[config.mk]
export PLATFORM = sky130hd
export DESIGN_NAME = icache_dm
export DESIGN_NICKNAME = d
export VERILOG_FILES = /design/src/rtl/icache_dm.sv
export SDC_FILE = /design/constraint.sdc
export NUM_CORES = 2
export LEC_CHECK = 0
export CORE_MARGIN = 2
export CORE_UTILIZATION = 55
export CTS_CLUSTER_DIAMETER = 30
export DETAILED_ROUTE_END_ITERATION = 16
export PLACE_DENSITY_LB_ADDON = 0.08
export REMOVE_ABC_BUFFERS = 1
export SYNTH_ARGS = -nofsm -noshare
export SYNTH_HDL_FRONTEND = slang
export SYNTH_SLANG_ARGS = --single-unit
[constraint.sdc]
create_clock -name clk -period 10.01 [get_ports clk]
set_clock_uncertainty 0.15 [all_clocks]
set_input_delay 1.5015 -clock clk [delete_from_list [all_inputs] [get_ports clk]]
set_output_delay 1.5015 -clock clk [all_outputs]
set_load 0.02 [all_outputs]
[src/rtl/icache_dm.sv]
// Direct-mapped instruction cache with combinational hit path and a
// single-outstanding line refill engine on a req/gnt + rvalid memory bus.
module icache_dm #(
    parameter int XLEN       = 32,
    parameter int NB_LINES   = 16,
    parameter int LINE_WORDS = 4
) (
    input  logic            clk,
    input  logic            reset_n,
    input  logic [XLEN-1:0] icache_adr_i,
    output logic [31:0]     icache_instr_o,
    output logic            icache_valid_o,
    input  logic            flush_i,
    output logic            mem_req_o,
    output logic [XLEN-1:0] mem_adr_o,
    input  logic            mem_gnt_i,
    input  logic            mem_rvalid_i,
    input  logic [31:0]     mem_rdata_i
);

    localparam int OFFW = $clog2(LINE_WORDS);
    localparam int IDXW = $clog2(NB_LINES);
    localparam int TAGW = XLEN - OFFW - IDXW - 2;
    localparam logic [31:0] NOP = 32'h0000_0013;

    typedef enum logic [1:0] {
        IDLE   = 2'd0,
        REQ    = 2'd1,
        REFILL = 2'd2
    } state_t;

    state_t state_reg, state_next;

    logic [XLEN-1:0] line_adr_reg;
    logic [OFFW-1:0] beat_reg;
    logic            poison_reg;

    // Storage: tags and data are never reset; only the valid bits are.
    logic [31:0]      data_mem [0:NB_LINES*LINE_WORDS-1];
    logic [TAGW-1:0]  tag_mem  [0:NB_LINES-1];
    logic [NB_LINES-1:0] valid_vec;

    logic [OFFW-1:0] adr_off;
    logic [IDXW-1:0] adr_idx;
    logic [TAGW-1:0] adr_tag;
    logic [IDXW-1:0] refill_idx;
    logic [TAGW-1:0] refill_tag;
    logic            hit;
    logic            launch;
    logic            beat_fire;
    logic            last_beat;
    logic            unused_adr_bits;

    assign adr_off    = icache_adr_i[OFFW+1:2];
    assign adr_idx    = icache_adr_i[OFFW+IDXW+1:OFFW+2];
    assign adr_tag    = icache_adr_i[XLEN-1:OFFW+IDXW+2];
    assign refill_idx = line_adr_reg[OFFW+IDXW+1:OFFW+2];
    assign refill_tag = line_adr_reg[XLEN-1:OFFW+IDXW+2];
    assign unused_adr_bits = ^icache_adr_i[1:0];

    assign hit       = valid_vec[adr_idx] && (tag_mem[adr_idx] == adr_tag);
    assign launch    = (state_reg == IDLE) && !hit && !flush_i;
    assign beat_fire = (state_reg == REFILL) && mem_rvalid_i;
    assign last_beat = beat_fire && (&beat_reg);

    // FSM state register
    always_ff @(posedge clk or negedge reset_n) begin
        if (!reset_n) begin
            state_reg <= IDLE;
        end else begin
            state_reg <= state_next;
        end
    end

    // FSM next-state logic
    always_comb begin
        state_next = state_reg;
        case (state_reg)
            IDLE:    if (launch)    state_next = REQ;
            REQ:     if (mem_gnt_i) state_next = REFILL;
            REFILL:  if (last_beat) state_next = IDLE;
            default:                state_next = IDLE;
        endcase
    end

    // FSM outputs and lookup result
    always_comb begin
        mem_req_o      = (state_reg == REQ);
        mem_adr_o      = line_adr_reg;
        icache_valid_o = hit;
        icache_instr_o = NOP;
        if (hit) begin
            icache_instr_o = data_mem[{adr_idx, adr_off}];
        end
    end

    // Refill bookkeeping: latched line, beat counter, flush poison flag
    always_ff @(posedge clk or negedge reset_n) begin
        if (!reset_n) begin
            line_adr_reg <= '0;
            beat_reg     <= '0;
            poison_reg   <= 1'b0;
        end else begin
            if (launch) begin
                line_adr_reg <= {icache_adr_i[XLEN-1:OFFW+2], {(OFFW+2){1'b0}}};
            end
            case (state_reg)
                IDLE: begin
                    poison_reg <= 1'b0;
                    beat_reg   <= '0;
                end
                REQ: begin
                    if (flush_i)   poison_reg <= 1'b1;
                    if (mem_gnt_i) beat_reg   <= '0;
                end
                REFILL: begin
                    if (flush_i) poison_reg <= 1'b1;
                    if (mem_rvalid_i) begin
                        beat_reg <= last_beat ? '0 : beat_reg + 1'b1;
                    end
                end
                default: begin
                    beat_reg <= '0;
                end
            endcase
        end
    end

    // Data and tag writes; the write port is never bypassed to the read side
    always_ff @(posedge clk) begin
        if (beat_fire) begin
            data_mem[{refill_idx, beat_reg}] <= mem_rdata_i;
        end
        if (last_beat) begin
            tag_mem[refill_idx] <= refill_tag;
        end
    end

    // Per-line valid bits: flush wins over a completing refill
    for (genvar gi = 0; gi < NB_LINES; gi++) begin : g_line
        logic line_valid_reg;

        always_ff @(posedge clk or negedge reset_n) begin
            if (!reset_n) begin
                line_valid_reg <= 1'b0;
            end else if (flush_i) begin
                line_valid_reg <= 1'b0;
            end else if (last_beat && !poison_reg && (refill_idx == IDXW'(gi))) begin
                line_valid_reg <= 1'b1;
            end
        end

        assign valid_vec[gi] = line_valid_reg;
    end

endmodule
Word level (Yosys, flattened, before mapping)
Memories as Yosys holds them, arrays and structs flattened. Index checks and enable logic that the tools add are counted.

Output and inout bits: 66. RAM bits: 2432. Input bits: 69. Logic and storage cells: 145. Register bits after elaboration: 49. Memories: 2.

Mux-type cells: 49. $lt $le $gt $ge: 1. Equal/unequal tests: 23. Reduce and logical (&&, ||, !) cells: 49. Add/sub/neg operators: 1.

Memory list: data_mem (words 64, bits a word 32, rd ports 1, clocked after Yosys merged registers in 0, wr ports 1, line 39) `logic [31:0] data_mem [0:NB_LINES*LINE_WORDS-1];`; tag_mem (words 16, bits a word 24, rd ports 1, clocked after Yosys merged registers in 0, wr ports 1, line 40) `logic [TAGW-1:0] tag_mem [0:NB_LINES-1];`.

Operators with widths (number): 1-bit two-way mux (38); 2-bit nonzero test (17); 4-bit == test, second input constant (8); 32-bit two-way mux (1); 24-bit == test (1); 1-bit logical AND (22); 4-bit by 3-bit == test with 1-bit output, second input constant (4); 2-bit two-way mux (6); 4-bit by 2-bit == test with 1-bit output, second input constant (2); 2-bit != test, second input constant (3); 2-bit one-hot mux with 3 select lines (1); 2-bit AND reduction (3); 4-bit by 5-bit less-than comparator with 1-bit output, second input constant (1); 1-bit binary-select mux with 4-bit select (1); 4-bit by 1-bit == test with 1-bit output, second input constant (1); 4-bit logical NOT (1); 2-bit by 1-bit != test with 1-bit output, second input constant (2); 2-bit one-hot mux with 2 select lines (1); 1-bit logical NOT (3); 3-bit AND reduction (1); 2-bit by 1-bit adder with 2-bit output, second input constant (1); 2-bit by 1-bit == test with 1-bit output, second input constant (1); 2-bit == test, second input constant (1); 2-bit logical NOT (1); 2 further kinds (2).

Logic depth before layout (Yosys ltp)
Word-level depth: 8. Mapped depth: 14. Gate-level depth less buffers: 8.

Worst setup path after synthesis
No wires, ideal clock.

Kind: input -> output. Start point: in icache_adr_i[2]. End point: out icache_instr_o[1]. Slack: 3.747 ns. Path buffers: 4. Required time: 8.358 ns. Stages on the path: 9. Arrival time: 4.611 ns. Path through: buf_2 -> clkbuf_1 -> buf_1 -> clkbuf_1 -> mux4_2 -> mux4_2 -> mux2_2 -> o21ai_0 -> nand3_1.

Longest elaborated chain between the ends: 2.

Ends and longest elaborated chain: start: declaration (line 10) `input logic [XLEN-1:0] icache_adr_i,`; memory 64 x 32 bit; 32-bit two-way mux (line 92) `if (hit) begin`; end: declaration (line 11) `output logic [31:0] icache_instr_o,`.

Every way passes these cells.

Worst setup path after layout
Start point: in icache_adr_i[4]. End point: out icache_instr_o[31].

Longest elaborated chain between the ends: 4. Elaborated cells on any way between the ends: 7. Classes of those cells: eq/ne (1); mux (3); reduce/logical (1); memory (2).

Ends and longest elaborated chain: memory 16 x 24 bit / 1-bit binary-select mux with 4-bit select (equally long branches); 24-bit == test / 1-bit two-way mux (equally long branches) (line 61) `assign hit = valid_vec[adr_idx] && (tag_mem[adr_idx] == adr_tag);`; 1-bit logical AND (line 61); 32-bit two-way mux (*) (line 92).

Mark *: on every way between the ends. The rest lies on a longest branch, timed or not. The select of a mux whose other input is x is not followed.

==> flow_summary.yaml <==
status:
  status: "completed"
critical_path:
  cp.required_ps: 8360
  max_stage_delay_ps: 730
  rr_startpoint: "tag_mem[12][20]$_DFFE_PP_"
  path_cells: "buf_8 > buf_4 > buf_4 > mux4_2 > mux2i_1 > nor2_1 > nor4_1 > a21oi_1 > nor4b_4 > buf_4 > nand2_2 > a211oi_1 > clkdlybuf4s50_1"
  cp_data_arrival_time_ps: 6590
  crit_path_frequent_cell: "buf_4"
  path_buf_inv: 5
  crit_start: "icache_adr_i[4]"
  startpoint_type: "primary input"
  crit_type: "primary input to output port"
  crit_slowest_cell: "clkdlybuf4s50_1"
  crit_family: "buffers and inverters"
  crit_path_end_kind: "output port"
  crit_fanout: 29
synthesis:
  ys.flop_type: "edfxtp_1"
  yosys.cell_types.count: 69
  yosys.area_share.xor_xnor_pct: 0.201
  synth_top_family_by_area: "multiplexers"
  synth_compound_area_share_pct: 1.06
  ys_warn_count: 0
  synthAdderAreaFrac_pct: 0.0523
  synthCells: 3996
  yosysTopAreaCell: "edfxtp_1"
  ys_seq_elements: 2481
  yosys.area_share.simple_pct: 1.35
  async_reset_ff_share_pct: 1.98
  yosys-top-cells-area: "edfxtp_1 (76%), mux4_2 (17%), dfrtp_1 (1.3%)"
  synth_edf_count: 2432
  ys_seq_area_share_pct: 77.6
  netlist.area_leader.share_pct: 76.3
  syn-cell-area_sq_um: 95700
  synth.avg_cell_area_sq_um: 24.0
  synth.mux.area_fraction_pct: 18.7
floorplanning:
  rows: 153
  die_h_microns: 421
  start_util_pct: 55.2
  core_sq_um: 173000
  dieArea_sq_um: 177000
  die_w_microns: 421
  ios: 135
hold_path:
  min-delay-path-class: "flop to flop"
  holdCritStartpoint: "g_line[14].line_valid_reg$_DFFE_PN0P_"
finish:
  finish.utilization_pct: 67.3
  largest_reg_flops: 2048
  layout.nets: 4595
  regMostFlops: "data_mem"
  syn_to_final_growth_pct: 21.9
  final_common_cell: "edfxtp_1"
  mostFrequentLayoutCells: "edfxtp_1 (2432), mux4_2 (736), clkbuf_16 (480), buf_4 (125), clkdlybuf4s50_1 (89)"
  drive_gt1_share_pct: 36.5
clocking:
  cts_max_path_buffers: 4
  cts_tree: "done"
  cts.repair.resized: 0
  clkLatencyLatePin_ps: 950
  clock-sinks: 2481
  numCtsBuffers: 475
  cts_setup_buffers: 0
  hold_buffers: 0
  htree_levels: 5
  cts_root_buf: "clkbuf_16"
  clk_pin_slew_ps: 40
sta:
  fin_ws_ps: 1770
  slew_violations: 0
  rsz0062_at_grt: "false"
  setup_tns_ps: 0
  min_period_ps: 8240
  setup_violations: 0
  min_period_over_period_pct: 82.3
  finalHoldViolCount: 0
  fmax_mhz: 121
  worst_slew_pin_slew_ps: 1290
  slew_headroom_pct: 14.1
global_routing:
  grtUsageTotal_pct: 27.8
  antenna_found_initial: 10
  grt_pass1_wl_microns: 346000
  grt_max_degree: 85
  grt_pass1_vias: 47300
  overflow: 0
routing:
  via_per_inst: 6.38
  wl_microns: 243000
  postRouteAntennaNets: 0
  wire_per_inst_microns: 33.6
  num_vias: 46200
  first_pass_iters: 5
  drt_iter0_drc: 5595
  drc: 0
placed_design:
  place_congestion: 0.795
  dp_slack_ps: 1680
  io_buffers: 128
  place_hpwl_microns: 121000
run:
  max-cap-violations: 0
power:
  power.density_nw_per_um2: 252
  peakVddDrop_uv: 206
  p_leak_nw: 37.7
## metrics by stage
stage | power [W] | area, sq um | cells | hold WS, ps
4_1_cts | 0.0296 | 117000 | 7231 | 342
3_5_place_dp | 0.0138 | 101000 | 6370 | 331
5_1_grt | 0.0302 | 117000 | 7232 | 364
2_1_floorplan | 0.0129 | 94800 | 3781 | 307
6_report | 0.0294 | 117000 | 7235 | 338
3_3_place_gp | 0.0138 | 101000 | 6370 | 322
## where the power goes
part | switching (W) | total, W | internal, W
Clock | 0.00511 | 0.0158 | 0.0107
Combinational | 0.000886 | 0.00151 | 0.000621
Sequential | 0.000304 | 0.0121 | 0.0118
## final cells by class
type	instances	area, sq um
sequential	2481	74300
timing repair buffer	264	2310
fill	10900	56700
antenna	4	10.0
clock inverter	331	3840
inverter	14	52.6
clock buffer	530	12200
tap	2325	2910
multi-input combinational	1286	21100
## Yosys cell counts, drive strengths merged (3+ instances only)
master and n:
edfxtp 2432, mux4 736, clkbuf 125, nor2 111, buf 93, mux2i 74, dfrtp 49, mux2 46
a211oi 42, nand2 31, a21oi 29, nor2b 28, and3 16, o22ai 16, inv 14, xnor2 14
o21ai 12, nand2b 10, nand4 10, a22oi 9, nand3 8, xor2 8, nor3 7, or3 7
a22o 6, and2 5, o211ai 5, ha 4, a31oi 3, and3b 3, nor3b 3, or2 3
or4 3
## layer usage
metal  track usage (%)  part of all wire (%)  up-vias
met4              9.60                   3.0        6
met2              44.4                    49     2305
met1              38.9                    39    25000
met3              5.57                   8.4      444
li1                  -                     -    18500
met5                 0                 0.019        -
## path summary, 6_finish.rpt
kind,end,slack (ps),cells after the start
max in group asynchronous,state_reg[1]$_DFFE_PN0P_,8580,2
worst min-delay path,g_line[14].line_valid_reg$_DFFE_PN0P_,340,2
worst min register to register,g_line[14].line_valid_reg$_DFFE_PN0P_,340,2
worst max register to register,mem_adr_o[29]$_DFFE_PN0P_,6310,10
worst max-delay path,icache_instr_o[31],1770,13
min in group asynchronous,mem_adr_o[23]$_DFFE_PN0P_,590,2
## worst register-to-register path, stage by stage, from the launching register on
cell and delay [ps]:
edfxtp_1 370, mux2i_1 210, nor3_1 60, or4_1 530, o31ai_1 440, nand4_1 260
nor4b_4 390, buf_4 330, a21oi_4 80, buf_4 310, mux2_1 440
## cells by family (layout without fill, tap and decap cells)
| group | Yosys count | after routing |
|---|---|---|
| DFF | 2481 | 2481 |
| xor gates and xnor gates | 22 | 22 |
| and+or+nand+nor | 255 | 255 |
| muxes | 856 | 856 |
| other | 1 | 8 |
| buffers and inverters | 232 | 1139 |
| adders and majority gates | 4 | 4 |
| AOI/OAI and AO/OA | 145 | 145 |
No activity file was read; power rests on OpenSTA's default activity.
